File: src/rtl/ls_queue_pkg.sv
// Shared types for the load/store queue: queue entry, ls_unit packet and the
// conversion between them.
package ls_queue_pkg;

  localparam int XLEN        = 32;
  localparam int ROB_TAG_LEN = 5;
  localparam int LSQ_DEPTH   = 8;

  typedef struct packed {
    logic [ROB_TAG_LEN-1:0] tag;
    logic                   read_write;  // 1 = load
    logic [2:0]             func3;
    logic [XLEN-1:0]        imm;
    logic [ROB_TAG_LEN-1:0] src1_tag;
    logic [XLEN-1:0]        src1_value;
    logic                   src1_ready;
    logic [ROB_TAG_LEN-1:0] src2_tag;
    logic [XLEN-1:0]        src2_value;
    logic                   src2_ready;
  } lsq_entry_t;

  typedef struct packed {
    logic [ROB_TAG_LEN-1:0] tag;
    logic                   read_write;
    logic [2:0]             func3;
    logic [XLEN-1:0]        imm;
    logic [XLEN-1:0]        value_src1;
    logic [XLEN-1:0]        value_src2;
  } ls_unit_pack_t;

  function automatic ls_unit_pack_t to_ls_unit_pack(input lsq_entry_t e);
    ls_unit_pack_t p;
    p.tag        = e.tag;
    p.read_write = e.read_write;
    p.func3      = e.func3;
    p.imm        = e.imm;
    p.value_src1 = e.src1_value;
    p.value_src2 = e.src2_value;
    return p;
  endfunction

endpackage

File: src/rtl/ls_queue_if.sv
// Dispatch / CDB / ls_unit facing signals of the load/store queue.
interface ls_queue_if import ls_queue_pkg::*; #(parameter int DEPTH = LSQ_DEPTH);

  logic                     flush;
  logic                     enq_valid;
  lsq_entry_t               enq_pack;
  logic                     enq_ready;
  logic                     cdb_valid;
  logic [ROB_TAG_LEN-1:0]   cdb_tag;
  logic [XLEN-1:0]          cdb_value;
  logic [ROB_TAG_LEN-1:0]   rob_head_tag;
  logic                     fu_reg_empty;
  logic                     issue_en;
  ls_unit_pack_t            issue_pack;
  logic                     done;
  logic [$clog2(DEPTH):0]   count;

  modport slave (
    input  flush, enq_valid, enq_pack, cdb_valid, cdb_tag, cdb_value,
           rob_head_tag, fu_reg_empty, done,
    output enq_ready, issue_en, issue_pack, count
  );

  modport master (
    output flush, enq_valid, enq_pack, cdb_valid, cdb_tag, cdb_value,
           rob_head_tag, fu_reg_empty, done,
    input  enq_ready, issue_en, issue_pack, count
  );

endinterface

File: src/rtl/lsq_entry.sv
// One queue slot: stored instruction, valid bit, and CDB operand capture
// (including a broadcast that lands in the same cycle as the write).
module lsq_entry import ls_queue_pkg::*; (
  input  logic                   clk,
  input  logic                   reset,
  input  logic                   flush,
  input  logic                   wr_en,
  input  lsq_entry_t             wr_pack,
  input  logic                   clr,
  input  logic                   cdb_valid,
  input  logic [ROB_TAG_LEN-1:0] cdb_tag,
  input  logic [XLEN-1:0]        cdb_value,
  output logic                   valid,
  output lsq_entry_t             entry
);

  logic       valid_reg, valid_next;
  lsq_entry_t entry_reg, entry_next;

  always_comb begin
    valid_next = valid_reg;
    entry_next = entry_reg;
    if (flush) begin
      valid_next = 1'b0;
    end else begin
      if (clr)
        valid_next = 1'b0;
      if (wr_en) begin
        valid_next = 1'b1;
        entry_next = wr_pack;
      end
      // Wakeup sees the freshly written operands as well as held ones.
      if (cdb_valid && (wr_en || valid_reg)) begin
        if (!entry_next.src1_ready && entry_next.src1_tag == cdb_tag) begin
          entry_next.src1_value = cdb_value;
          entry_next.src1_ready = 1'b1;
        end
        if (!entry_next.src2_ready && entry_next.src2_tag == cdb_tag) begin
          entry_next.src2_value = cdb_value;
          entry_next.src2_ready = 1'b1;
        end
      end
    end
  end

  always_ff @(posedge clk or posedge reset) begin
    if (reset) begin
      valid_reg <= 1'b0;
      entry_reg <= '0;
    end else begin
      valid_reg <= valid_next;
      entry_reg <= entry_next;
    end
  end

  assign valid = valid_reg;
  assign entry = entry_reg;

endmodule

File: src/rtl/ls_queue.sv
// In-order load/store queue: circular buffer of lsq_entry slots presenting the
// oldest instruction to ls_unit once its operands (and, for stores, commit) allow.
module ls_queue import ls_queue_pkg::*; #(
  parameter int DEPTH = LSQ_DEPTH
) (
  input logic        clk,
  input logic        reset,
  ls_queue_if.slave  bus
);

  localparam int PTR_W = $clog2(DEPTH);
  localparam int CNT_W = PTR_W + 1;

  logic [PTR_W-1:0] head_reg, head_next;
  logic [PTR_W-1:0] tail_reg, tail_next;
  logic [CNT_W-1:0] count_reg, count_next;

  logic       valid_q [DEPTH];
  lsq_entry_t entry_q [DEPTH];

  logic       enq_fire, deq_fire;
  logic       head_valid, load_ok, store_ok;
  lsq_entry_t head_entry;

  // No bypass: a full queue refuses even when the head retires this cycle.
  assign bus.enq_ready = (count_reg < CNT_W'(DEPTH));
  assign enq_fire      = bus.enq_valid && bus.enq_ready;
  assign deq_fire      = bus.issue_en && bus.done;

  generate
    for (genvar gi = 0; gi < DEPTH; gi++) begin : g_slot
      lsq_entry u_entry (
        .clk       (clk),
        .reset     (reset),
        .flush     (bus.flush),
        .wr_en     (enq_fire && (tail_reg == PTR_W'(gi))),
        .wr_pack   (bus.enq_pack),
        .clr       (deq_fire && (head_reg == PTR_W'(gi))),
        .cdb_valid (bus.cdb_valid),
        .cdb_tag   (bus.cdb_tag),
        .cdb_value (bus.cdb_value),
        .valid     (valid_q[gi]),
        .entry     (entry_q[gi])
      );
    end
  endgenerate

  assign head_entry = entry_q[head_reg];
  assign head_valid = valid_q[head_reg];
  assign load_ok    = head_valid && head_entry.read_write && head_entry.src1_ready;
  assign store_ok   = head_valid && !head_entry.read_write && head_entry.src1_ready &&
                      head_entry.src2_ready && (head_entry.tag == bus.rob_head_tag);

  assign bus.issue_en   = (load_ok || store_ok) && bus.fu_reg_empty;
  assign bus.issue_pack = to_ls_unit_pack(head_entry);
  assign bus.count      = count_reg;

  always_comb begin
    head_next  = head_reg;
    tail_next  = tail_reg;
    count_next = count_reg;
    if (bus.flush) begin
      head_next  = '0;
      tail_next  = '0;
      count_next = '0;
    end else begin
      if (enq_fire)
        tail_next = tail_reg + 1'b1;
      if (deq_fire)
        head_next = head_reg + 1'b1;
      count_next = count_reg + CNT_W'(enq_fire) - CNT_W'(deq_fire);
    end
  end

  always_ff @(posedge clk or posedge reset) begin
    if (reset) begin
      head_reg  <= '0;
      tail_reg  <= '0;
      count_reg <= '0;
    end else begin
      head_reg  <= head_next;
      tail_reg  <= tail_next;
      count_reg <= count_next;
    end
  end

endmodule

File: src/flat_wrapper.sv
// flat-port wrapper written by rule: the top's interface ports become plain ports
module ls_queue_flat import ls_queue_pkg::*;
#(
  parameter int DEPTH = LSQ_DEPTH
)
  (clk, reset, bus_flush, bus_enq_valid, bus_enq_pack, bus_cdb_valid, bus_cdb_tag, bus_cdb_value, bus_rob_head_tag, bus_fu_reg_empty, bus_done, bus_enq_ready, bus_issue_en, bus_issue_pack, bus_count);
  ls_queue_if #(.DEPTH(DEPTH)) bus_i ();
  input logic clk;
  input logic reset;
  input wire logic [$bits(bus_i.flush)-1:0] bus_flush;
  input wire logic [$bits(bus_i.enq_valid)-1:0] bus_enq_valid;
  input wire logic [$bits(bus_i.enq_pack)-1:0] bus_enq_pack;
  input wire logic [$bits(bus_i.cdb_valid)-1:0] bus_cdb_valid;
  input wire logic [$bits(bus_i.cdb_tag)-1:0] bus_cdb_tag;
  input wire logic [$bits(bus_i.cdb_value)-1:0] bus_cdb_value;
  input wire logic [$bits(bus_i.rob_head_tag)-1:0] bus_rob_head_tag;
  input wire logic [$bits(bus_i.fu_reg_empty)-1:0] bus_fu_reg_empty;
  input wire logic [$bits(bus_i.done)-1:0] bus_done;
  output wire logic [$bits(bus_i.enq_ready)-1:0] bus_enq_ready;
  output wire logic [$bits(bus_i.issue_en)-1:0] bus_issue_en;
  output wire logic [$bits(bus_i.issue_pack)-1:0] bus_issue_pack;
  output wire logic [$bits(bus_i.count)-1:0] bus_count;
  assign bus_i.flush = bus_flush;
  assign bus_i.enq_valid = bus_enq_valid;
  assign bus_i.enq_pack = bus_enq_pack;
  assign bus_i.cdb_valid = bus_cdb_valid;
  assign bus_i.cdb_tag = bus_cdb_tag;
  assign bus_i.cdb_value = bus_cdb_value;
  assign bus_i.rob_head_tag = bus_rob_head_tag;
  assign bus_i.fu_reg_empty = bus_fu_reg_empty;
  assign bus_i.done = bus_done;
  assign bus_enq_ready = bus_i.enq_ready;
  assign bus_issue_en = bus_i.issue_en;
  assign bus_issue_pack = bus_i.issue_pack;
  assign bus_count = bus_i.count;
  ls_queue #(.DEPTH(DEPTH)) u_core (.clk(clk), .reset(reset), .bus(bus_i));
endmodule
File: config.mk
export PLATFORM = sky130hd
export DESIGN_NAME = ls_queue_flat
export DESIGN_NICKNAME = d
export VERILOG_FILES = /design/src/rtl/ls_queue_pkg.sv /design/src/rtl/ls_queue_if.sv /design/src/rtl/lsq_entry.sv /design/src/rtl/ls_queue.sv /design/src/flat_wrapper.sv
export SDC_FILE = /design/constraint.sdc
export NUM_CORES = 2
export LEC_CHECK = 0
export CORE_MARGIN = 5
export CORE_UTILIZATION = 57
export CTS_CLUSTER_DIAMETER = 80
export CTS_CLUSTER_SIZE = 20
export DETAILED_ROUTE_END_ITERATION = 8
export DONT_BUFFER_PORTS = 1
export PLACE_DENSITY = 0.82
export REMOVE_ABC_BUFFERS = 1
export SYNTH_ARGS = -nofsm -noshare
export SYNTH_HDL_FRONTEND = slang
export SYNTH_SLANG_ARGS = --single-unit
File: constraint.sdc
create_clock -name clk -period 53.7 [get_ports clk]
set_clock_uncertainty 0.1 [all_clocks]
set_input_delay 5.37 -clock clk [delete_from_list [all_inputs] [get_ports clk]]
set_output_delay 5.37 -clock clk [all_outputs]
set_load 0.01 [all_outputs]
==> metrics.yaml <==
placement:
  io_buffers: 0
  routabilityCongestion: 0.846
  hpwl_um: 84900
clock_network:
  hold_buffers: 0
  post_cts.repair.setup_buffers: 0
  cts_resized: 0
  h-tree-depth: 2
  clkTransAtPathRegs_ns: 0.07
  root_buffer: "clkbuf_16"
  cts_sinks: 954
  cts_tree: "built"
  clockBufferDepth: 3
  cts_buffers: 56
  clk_latency_ns: 0.65
final_layout:
  largest_reg_flops: 936
  regArea_um2: 23900
  multiInputGateArea_um2: 23300
  final_cell_mix: "dfrtp_1 (951), nand2_1 (949), nand3_1 (415)"
  num-nets-final: 4220
  fillers: 6737
  drive_above_1_share_pct: 25.3
  post-route-util_pct: 59.7
  area_growth_pct: 3.71
  mostFrequentLayoutCell: "dfrtp_1"
route:
  avgRoutedWirePerCell_um: 30.5
  antenna_left: 0
  drtIter0Drc: 5071
  viasPerCell: 7.22
  routed_wl_um: 158000
  drtPass1Iterations: 9
  drcViolationCount: 0
  num_vias: 37500
die:
  coreArea_um2: 85400
  start_util_pct: 57.5
  ios: 277
  fp.dieH_um: 304
  dieArea_um2: 92200
  rows: 107
  die_w_um: 304
global_routing:
  grt_pass1_vias: 38400
  grt_pass1_wl_um: 240000
  grtUsageTotal_pct: 33.3
  grt_max_degree: 188
  grt-ovfl-total: 0
  antenna_found_initial: 0
worst_hold_path:
  hold_start: "u_core.g_slot[7].u_entry.entry[102]"
  hold_end: "u_core.g_slot[7].u_entry.entry[102]"
  hold_depth: 2
  hp-class: "reg2reg"
setup_path:
  path_cells: "or3_1 -> o2111ai_1 -> nor3_1 -> o21a_1"
  critPathLaunchType: "input pin"
  r2r_start: "u_core.head_reg[2]"
  path_buf_inv: 0
  cpMaxStageDelayCell: "or3_1"
  path_class: "in2out"
  timing.rr.end: "u_core.bus.count[1]"
  r2r_slack_ns: 48.98
  crit_family: "simple AND/OR/NAND/NOR gates"
  cp_max_fo: 2
  cp.arrival_ns: 6.24
  crit_required_ns: 48.23
  endpoint_kind: "output pin"
  critical_path_depth: 4
  r2r.worst_path.cells: 12
  critPathMaxStageDelay_ns: 0.36
sta:
  rsz0062_at_grt: "no"
  max-slew-margin-rel_pct: 9.48
  report.final.setup_viol: 0
  holdWs_ns: 0.375
  slew_violations: 0
  finalCritPeriodShare_pct: 21.8
  fin_crit_ns: 11.71
  fmax_ghz: 0.0854
  hold_violations: 0
  fin_tns_setup_ns: 0
  max_slew.worst_pin.slew_ns: 1.36
yosys:
  avgSynthCellArea_um2: 11.3
  postSynth.asyncResetShare_pct: 100
  yosysSeqAreaShare_pct: 48.6
  yosysWarnings: 0
  ys.flop_type: "dfrtp_1"
  syn_area_um2: 49100
  synth_cells: 4349
  ys_ff_latch: 954
  synth.distinct_cells: 64
  synth_edf_count: 0
power:
  total_power_mw: 2.31
  static-leakage-power_nw: 22.2
  p_per_area_nw_per_um2: 45.2
  ir_drop_uv: 33.8
job:
  cap_violations: 0
status:
  status: "finished, final reports clean"
layout make-up:
type,count,area share [%]
clock inverter,11,0.363
antenna,2,0.00982
sequential,954,46.9
tap,1144,2.81
timing repair buffer,77,1.18
multi-input combinational,2931,45.8
clock buffer,60,2.86
inverter,17,0.155
metal layers:
metal | GRT usage (%) | vias up | part of all wire (%)
met5 | 0 | - | 0
met1 | 42.3 | 18800 | 35
met3 | 11.1 | 615 | 13
met4 | 15.5 | 0 | 5.5
li1 | - | 15300 | -
met2 | 52.3 | 2748 | 46
worst max-delay path by stage:
stage / from / to
final: bus_rob_head_tag[1] / bus_issue_en
after global routing: bus_rob_head_tag[1] / bus_issue_en
after CTS: bus_rob_head_tag[1] / bus_issue_en
after detailed placement: bus_rob_head_tag[1] / bus_issue_en
after global placement: bus_rob_head_tag[1] / bus_issue_en
after floorplan: reset / u_core.bus.count[0]
kinds of logic (layout without fill, tap and decap cells):
family | Yosys count | count (layout) | share of synthesized area, %
compound gates | 604 | 604 | 13.1
xor+xnor | 95 | 95 | 1.69
fa+ha+maj | 17 | 17 | 0.448
buf+inv | 464 | 165 | 4.36
flops | 954 | 954 | 48.6
mux | 507 | 507 | 16.2
other cells | 0 | 2 | 0
simple gates | 1708 | 1708 | 15.7
worst register-to-register path: cells and delay by family, from the launching register on:
family / cells / cell delay, ns
mux: 1 / 0.50
simple gates: 2 / 0.24
compound gates: 2 / 0.59
fa+ha+maj: 3 / 0.87
buf+inv: 4 / 1.60
flops: 1 / 0.71
report_power, final:
part | internal [mW] | switching (mW) | total, mW
registers | 0.984 | 0.160 | 1.14
clock network | 0.213 | 0.248 | 0.462
logic | 0.401 | 0.299 | 0.701
cells in the mapped netlist, types with 16 or more instances:
master,n,area [um^2]
buf_6,29,327
xnor2_1,58,508
o221a_2,369,4160
or2_2,35,219
a221o_1,128,1280
clkbuf_1,266,998
mux2_2,207,2330
buf_4,20,150
nand2_1,949,3560
xor2_1,37,324
buf_2,84,420
a21oi_1,20,100
ha_1,16,200
mux2i_1,92,921
buf_1,48,180
dfrtp_1,954,23900
nand3_1,417,2090
and3_1,134,838
mux4_2,207,4660
nor2_1,104,390
per-stage QoR:
step                cells  setup WS, ns  area, um^2
global route         5194         41.97       51000
detailed placement   5123         41.99       49300
finish               5196         41.99       51000
floorplan            3902         21.40       47100
global placement     5123         41.97       49300
CTS                  5194         41.99       51000
No activity file was read; power rests on OpenSTA's default activity.
